$ cat src/rtl/vx_ti_trav_ctrl.sv
// BVH traversal sequencer for one ti engine. It walks the tree depth-first using an index stack,
// sends inner nodes to the AABB tester and leaves to the triangle tester, and keeps the closest hit.
module vx_ti_trav_ctrl #(
   parameter int                STACK_DEPTH = 16,
   parameter int                IDX_W       = 32,
   parameter int                ADDR_W      = 32,
   parameter int                RAY_W       = 256,
   parameter logic [ADDR_W-1:0] NODE_BASE   = '0
) (
   input  logic              clk,
   input  logic              reset,
   input  logic              req_valid,
   output logic              req_ready,
   input  logic [RAY_W-1:0]  req_ray,
   input  logic [IDX_W-1:0]  req_root,
   output logic              mem_req_valid,
   input  logic              mem_req_ready,
   output logic [ADDR_W-1:0] mem_req_addr,
   input  logic              mem_rsp_valid,
   input  logic [255:0]      mem_rsp_data,
   output logic              aabb_valid,
   input  logic              aabb_ready,
   output logic [RAY_W-1:0]  aabb_ray,
   output logic [255:0]      aabb_node,
   input  logic              aabb_rsp_valid,
   input  logic [1:0]        aabb_rsp_hit,
   output logic              tri_valid,
   input  logic              tri_ready,
   output logic [RAY_W-1:0]  tri_ray,
   output logic [IDX_W-1:0]  tri_idx,
   input  logic              tri_rsp_valid,
   input  logic              tri_rsp_hit,
   input  logic [31:0]       tri_rsp_t,
   output logic              rsp_valid,
   input  logic              rsp_ready,
   output logic              rsp_hit,
   output logic [IDX_W-1:0]  rsp_tri_idx,
   output logic [31:0]       rsp_t,
   output logic              rsp_overflow
);
   localparam int          SP_W  = $clog2(STACK_DEPTH) + 1;
   localparam int          SL_W  = SP_W - 1;
   localparam logic [31:0] T_INF = 32'h7F80_0000;

   typedef enum logic [3:0] {IDLE, POP, FETCH, FWAIT, AABB, AWAIT, TRI, TWAIT, DONE} state_t;
   state_t state, state_nx;

   logic [IDX_W-1:0] stack [STACK_DEPTH];
   logic [SP_W-1:0]  sp, free, push_n;
   logic [SL_W-1:0]  sp_lo, top, wr0_slot, wr1_slot;
   logic [IDX_W-1:0] wr0_data, wr1_data;
   logic             wr0_en, wr1_en, drop;
   logic [RAY_W-1:0] ray;
   logic [255:0]     node;
   logic [IDX_W-1:0] cur_idx, best_idx, child0, child1;
   logic [31:0]      best_t;
   logic             hit, overflow;
   logic             accept, pop, push_evt, tri_upd;

   assign sp_lo    = sp[SL_W-1:0];
   assign top      = sp_lo - 1'b1;
   assign free     = SP_W'(STACK_DEPTH) - sp;
   assign child0   = node[IDX_W-1:0];
   assign child1   = node[32 +: IDX_W];
   assign accept   = (state == IDLE) && req_valid;
   assign pop      = (state == POP) && (sp != '0);
   assign push_evt = (state == AWAIT) && aabb_rsp_valid;
   // unsigned compare orders non-negative fp32 correctly; a tie keeps the earlier hit
   assign tri_upd  = (state == TWAIT) && tri_rsp_valid && tri_rsp_hit && (tri_rsp_t < best_t);

   always_comb begin
      wr0_en   = 1'b0;
      wr0_slot = sp_lo;
      wr0_data = child1;
      wr1_en   = 1'b0;
      wr1_slot = sp_lo + 1'b1;
      wr1_data = child0;
      push_n   = '0;
      drop     = 1'b0;
      if (accept) begin
         wr0_en   = 1'b1;
         wr0_slot = '0;
         wr0_data = req_root;
      end else if (push_evt) begin
         case (aabb_rsp_hit)
            2'b11: begin
               // child1 is written first so child0 lands on top; with one slot left child0 is lost
               if (free >= SP_W'(2)) begin
                  wr0_en = 1'b1;
                  wr1_en = 1'b1;
                  push_n = SP_W'(2);
               end else if (free == SP_W'(1)) begin
                  wr0_en = 1'b1;
                  push_n = SP_W'(1);
                  drop   = 1'b1;
               end else begin
                  drop = 1'b1;
               end
            end
            2'b10, 2'b01: begin
               wr0_data = aabb_rsp_hit[1] ? child1 : child0;
               if (free != '0) begin
                  wr0_en = 1'b1;
                  push_n = SP_W'(1);
               end else begin
                  drop = 1'b1;
               end
            end
            default: ;
         endcase
      end
   end

   always_ff @(posedge clk) begin
      if (wr0_en) stack[wr0_slot] <= wr0_data;
      if (wr1_en) stack[wr1_slot] <= wr1_data;
   end

   always_ff @(posedge clk) begin
      if (reset) state <= IDLE;
      else       state <= state_nx;
   end

   always_comb begin
      state_nx = state;
      case (state)
         IDLE:    if (req_valid) state_nx = POP;
         POP:     state_nx = (sp == '0) ? DONE : FETCH;
         FETCH:   if (mem_req_ready) state_nx = FWAIT;
         FWAIT:   if (mem_rsp_valid) state_nx = mem_rsp_data[255] ? TRI : AABB;
         AABB:    if (aabb_ready) state_nx = AWAIT;
         AWAIT:   if (aabb_rsp_valid) state_nx = POP;
         TRI:     if (tri_ready) state_nx = TWAIT;
         TWAIT:   if (tri_rsp_valid) state_nx = POP;
         DONE:    if (rsp_ready) state_nx = IDLE;
         default: state_nx = IDLE;
      endcase
   end

   always_ff @(posedge clk) begin
      if (reset) begin
         sp       <= '0;
         ray      <= '0;
         node     <= '0;
         cur_idx  <= '0;
         best_t   <= T_INF;
         best_idx <= '0;
         hit      <= 1'b0;
         overflow <= 1'b0;
      end else begin
         if (accept) begin
            sp       <= SP_W'(1);
            ray      <= req_ray;
            best_t   <= T_INF;
            best_idx <= '0;
            hit      <= 1'b0;
            overflow <= 1'b0;
         end else begin
            sp <= sp + push_n - SP_W'(pop);
         end
         if (pop) cur_idx <= stack[top];
         if (drop) overflow <= 1'b1;
         if (state == FWAIT && mem_rsp_valid) node <= mem_rsp_data;
         if (tri_upd) begin
            best_t   <= tri_rsp_t;
            best_idx <= child0;
            hit      <= 1'b1;
         end
      end
   end

   always_comb begin
      req_ready     = (state == IDLE);
      mem_req_valid = (state == FETCH);
      aabb_valid    = (state == AABB);
      tri_valid     = (state == TRI);
      rsp_valid     = (state == DONE);
      mem_req_addr  = NODE_BASE + ADDR_W'({cur_idx, 5'b0});
      aabb_ray      = ray;
      aabb_node     = node;
      tri_ray       = ray;
      tri_idx       = child0;
      rsp_hit       = 1'b0;
      rsp_tri_idx   = '0;
      rsp_t         = '0;
      rsp_overflow  = 1'b0;
      if (state == DONE) begin
         rsp_hit      = hit;
         rsp_tri_idx  = hit ? best_idx : '0;
         rsp_t        = best_t;
         rsp_overflow = overflow;
      end
   end
endmodule

$ cat config.mk
export PLATFORM = sky130hd
export DESIGN_NAME = vx_ti_trav_ctrl
export DESIGN_NICKNAME = d
export VERILOG_FILES = /design/src/rtl/vx_ti_trav_ctrl.sv
export SDC_FILE = /design/constraint.sdc
export NUM_CORES = 2
export LEC_CHECK = 0
export ABC_AREA = 1
export BUFFER_PORTS_ARGS = -buffer_cell sky130_fd_sc_hd__buf_2
export CAP_MARGIN = 10
export CORE_AREA = 2 2 585 587
export DETAILED_ROUTE_END_ITERATION = 6
export DIE_AREA = 0 0 587 589
export GPL_TIMING_DRIVEN = 0
export PLACE_DENSITY = 0.33
export SLEW_MARGIN = 25
export SYNTH_ARGS = -nofsm -noshare
export SYNTH_HDL_FRONTEND = slang
export SYNTH_SLANG_ARGS = --single-unit
export TNS_END_PERCENT = 50
$ cat constraint.sdc
create_clock -name clk -period 8.5 [get_ports clk]
set_clock_uncertainty 0.15 [all_clocks]
set_input_delay 1.275 -clock clk [delete_from_list [all_inputs] [get_ports clk]]
set_output_delay 1.275 -clock clk [all_outputs]
set_load 0.01 [all_outputs]
# After elaboration in Yosys (flattened, before gate mapping)
# Memories as Yosys holds them, arrays and structs flattened. A register that Yosys moved wholly into a read port is not among the register bits.
# Index checks and enable logic that the tools add are counted.
# totals
ram_bits,512
ff_bits,587
output_inout_bits,903
n_memories,1
# memory_table
name,depth,word_bits,read_ports,rd_ports_with_merged_regs,write_ports,line,source
stack,16,32,1,1,2,48,logic [IDX_W-1:0] stack [STACK_DEPTH];
# classes
eq_ne,20
addsub,5
order_cmp,2
n_reduce_logical,16
n_mux,54
# ops
cell,n
2-to-1 mux 32 bit,11
2-to-1 mux 4 bit,10
case mux 4 bit (9 select lines),1
less-than comparator 32 bit,1
2-to-1 mux 1 bit,25
== test 4 x 3 -> 1 bit (second input constant),4
nonzero test 5 bit,2
== test 4 x 2 -> 1 bit (second input constant),2
2-to-1 mux 2 bit,4
inequality test 2 x 1 -> 1 bit (second input constant),4
inequality test 2 bit (second input constant),4
AND reduction 8 bit,1
logical AND 1 bit,7
adder 5 bit,1
== test 5 x 1 -> 1 bit (second input constant),1
greater-or-equal comparator 5 x 2 -> 1 bit (second input constant),1
logical NOT 5 bit,1
subtractor 5 x 1 -> 5 bit,1
subtractor 5 bit (first input constant),1
adder 4 x 1 -> 4 bit (second input constant),1
== test 2 bit (second input constant),2
== test 4 x 1 -> 1 bit (second input constant),1
== test 4 bit (second input constant),1
logical NOT 4 bit,1
6 further kinds,9

# Depth between registers and ports, before layout
# logic_depth
word_depth,10
ltp_mapped,23
mapped_depth_nobuf,20

# Worst setup path after synthesis
# No wires, ideal clock.
# synth_timing
kind,reg2reg
start,reg sp[0]
end,"mem stack[1][0], enable pin"
setup_time_ns,0.449
slack_ns,3.716
arrival_time_ns,4.185
n_path_buf,4
required_ns,7.901
stages_incl_launch_ff,14
path_cell_list,dfxtp_1 -> inv_1 -> buf_2 -> clkbuf_1 -> clkbuf_1 -> ha_1 -> xnor2_1 -> clkbuf_1 -> nor2_1 -> nand3_1 -> nand2_1 -> nand2_1 -> nand4_1 -> o21ai_0
# synth_rtl
item,line,source
"start, declared",49,"logic [SP_W-1:0] sp, free, push_n;"
"start signal, assigned",159,sp <= sp + push_n - SP_W'(pop);
"end, declared",48,

# Final worst setup path
# layout_timing
start,reg sp[0]
end,reg cur_idx[0] (read register of stack)
# layout_via
elab_chain_cells,2
elab_cells_between_ends,3
cone_classes,add/sub (1); reduce/logical (2)
# layout_lines
item,line,source
branches (longest 2 deep; another with subtractor 4 x 1 -> 4 bit),-,
"end, declared",55,"logic [IDX_W-1:0] cur_idx, best_idx, child0, child1;"
# Parallel ways; which one is timed is not known.
# A chain may end at the register's enable or synchronous reset.

==> flow_metrics.tcl <==
set metrics [dict create \
    num_vias 52795 \
    ys.warnings.count 0 \
    synth_area_leaders "edfxtp_1 27%, dfxtp_1 25%, nand2_1 8.5%" \
    cts_tree "built" \
    yosysTopAreaCell "edfxtp_1" \
    grt_pass1_wl_um 606400 \
    p_clk_share_pct 28.0 \
    ioPinCount 1492 \
    cts_buffers 155 \
    drv_slew 0 \
    drc 0 \
    post_cts_buffers 0 \
    die_w_um 587 \
    clk_latency_ns 0.81 \
    worstSetupEndpointType "register" \
    ant_nets 0 \
    synth-main-ff-cell "dfxtp_1" \
    start_kind "register" \
    dieArea_mm2 0.3457 \
    fillCellCount 38545 \
    h-tree-depth 4 \
    stdcell_area_mm2 0.06786 \
    track_usage_pct 27.54 \
    multi_input_area_mm2 0.01837 \
    clk_pin_slew_ns 0.06 \
    synth_area_per_cell_um2 8.464 \
    worstSetupStartpoint "sp[0]" \
    timing.fmax_mhz 161.5 \
    fin_nets 8062 \
    synth_enable_flop_cells 432 \
    grt-ovfl-total 0 \
    fin_crit_sh_pct 72.83 \
    start_util_pct 14.36 \
    cts.sinks 1046 \
    area_delta_synth_final_pct 39.40 \
    ys_ff_latch 1046 \
    cp.arrival_ns 6.83 \
    via_per_inst 4.338 \
    ff_latch_area_mm2 0.02526 \
    gp_congestion 1.092 \
    r2r_slack_ns 2.31 \
    antenna_found_initial 240 \
    final_cell_mix "1,605 x buf_2, 1,085 x nand2_1, 616 x nand3_1, 614 x dfxtp_1, 588 x a21oi_1" \
    first_pass_iters 6 \
    crit_path_top_delay_cell "clkbuf_1" \
    placed_area_mm2 0.06256 \
    reg2reg_from "sp[0]" \
    ctsHoldBuffers 0 \
    cp_max_fo 12 \
    drive_above_1_share_pct 30.71 \
    seq_area_frac_synth_pct 51.90 \
    clk_path_buf_depth 4 \
    yosysTopAreaCellShare_pct 26.65 \
    peakVddDrop_v 0.0001809 \
    powerDensity_mw_per_mm2 356.4 \
    synth_cells 5751 \
    drt_wl_total_um 496300 \
    core_mm2 0.3390 \
    path_delay_family "buffers and inverters" \
    portBuffers 1479 \
    hp-class "reg -> reg" \
    ctsResizeCount 0 \
    combPwrFrac_pct 44.9 \
    r2r_cells 14 \
    grt_max_degree 28 \
    critPathBufInv 8 \
    path_cells "inv_1 > buf_2 > clkbuf_1 > clkbuf_2 > ha_1 > clkbuf_1 > clkbuf_1 > clkbuf_1 > o21ai_0 > o22ai_1 > o21ai_0 > nand3_1 > nand2_1 > inv_1" \
    setup.worst_path.class "reg -> reg" \
    p_switching_mw 11.41 \
    p_int_mw 12.77 \
    final_common_cell "buf_2" \
    syn_area_mm2 0.04868 \
    p_sw_share_pct 47.17 \
    pwr-share-seq_pct 27.1 \
    drtIter0Drc 5574 \
    path_common_cell "clkbuf_1" \
    outcome "finished clean" \
    drv_cap 0 \
    crit_path_end "cur_idx[0]" \
    hold_viol 0 \
    grt_pass1_vias 50855 \
    row_count 214 \
    rsz0062_at_grt "false" \
    synthDistinctLibCells 41 \
    leakagePower_nw 27.54 \
    tightest_slew_ns 1.258 \
    hpwl_um 430100 \
    reg2reg_to "cur_idx[0]" \
    max_slew_margin_pct 15.28 \
    die_y_um 589 \
    async_reset_ff_share_pct 0 \
    path_depth 14 \
    root_buffer "clkbuf_16" \
    setup_viol 0 \
    finalCoreUtilization_pct 20.02 \
    avgRoutedWirePerCell_um 40.78 \
    cp.required_ns 9.14 \
    slowest_delay_ns 0.73 \
    layout_min_cycle_time_ns 6.190 \
]
stage by stage:
| stage | power [mW] | setup TNS, ns | cells | setup slack (ns) | hold slack (ns) |
|---|---|---|---|---|---|
| 2_1_floorplan | 11.42 | 0 | 5755 | 3.716 | 0.2862 |
| 3_5_place_dp | 17.38 | 0 | 11804 | 2.468 | 0.3047 |
| 5_1_grt | 25.05 | 0 | 12131 | 2.271 | 0.3254 |
| 6_report | 24.18 | 0 | 12169 | 2.310 | 0.3073 |
| 3_3_place_gp | 17.29 | -72.81 | 11770 | -0.7363 | 0.3020 |
| 4_1_cts | 24.21 | 0 | 12084 | 2.458 | 0.3129 |
how the worst min path moves through the flow:
| stage | to | start | depth (start not counted) |
|---|---|---|---|
| 2_1_floorplan | overflow | overflow | 2 |
| 6_report | aabb_node[253] | aabb_node[253] | 2 |
| 4_1_cts | aabb_node[118] | aabb_node[118] | 2 |
| 3_5_place_dp | aabb_node[86] | aabb_node[86] | 2 |
| 5_1_grt | aabb_node[99] | aabb_node[99] | 2 |
| 3_3_place_gp | aabb_node[87] | aabb_node[87] | 2 |
cell families after synthesis:
kind of cell | Yosys count | share of synthesized area, %
compound gates | 1557 | 17.68
fa+ha+maj | 48 | 1.249
buf+inv | 982 | 10.57
xor+xnor | 4 | 0.1105
flops | 1046 | 51.90
simple gates | 2113 | 18.48
other cells | 1 | 0.007704
layer usage:
metal	GRT usage, %	up-vias	routed length (um)
met4	14.20	36	31390
met1	30.62	26503	185500
li1	-	22873	-
met2	44.15	2639	223200
met5	0.9579	-	666
met3	12.32	744	55440
flip-flops by register name, summed over array words and instances, names as in the netlist:
| register | cells |
|---|---|
| best_t | 32 |
| aabb_ray | 256 |
| overflow | 1 |
| cur_idx | 27 |
| best_idx | 32 |
| aabb_node | 256 |
| state | 4 |
| hit | 1 |
| sp | 5 |
| stack | 432 |
cells in the mapped netlist (all sizes together), types with 54 or more instances:
master and n:
nor2 352, buf 470, nand3 616, clkbuf 324, o22a 54, o22ai 55
inv 188, a21oi 588, dfxtp 614, edfxtp 432, o21ai 800, nand2 1118
final cells by class:
class                           instances  area share, %
Buffer                                794          6.585
Sequential cell                      1046          37.23
Multi-Input combinational cell       3727          27.07
Tap cell                             4536          8.364
Clock buffer                          220          6.432
Antenna cell                           85         0.3135
Timing Repair Buffer                 1513          11.92
Inverter                              188          1.040
Clock inverter                         60          1.051
worst min-delay path, delay by kind of cell, from the launching register on:
family / cells / cell delay (ns)
AND/OR/NAND/NOR: 1 / 0.06
flip-flops: 1 / 0.30
AO/OA/AOI/OAI: 1 / 0.05
power groups by stage:
stage | clock network [mW] | logic (mW) | registers, mW
after floorplan | 0 | 4.94 | 6.48
after global placement | 0 | 10.6 | 6.66
after detailed placement | 0 | 10.7 | 6.66
after CTS | 6.90 | 10.8 | 6.56
after global routing | 7.05 | 11.4 | 6.58
final | 6.77 | 10.9 | 6.55
(Power assumes the default switching activity.)
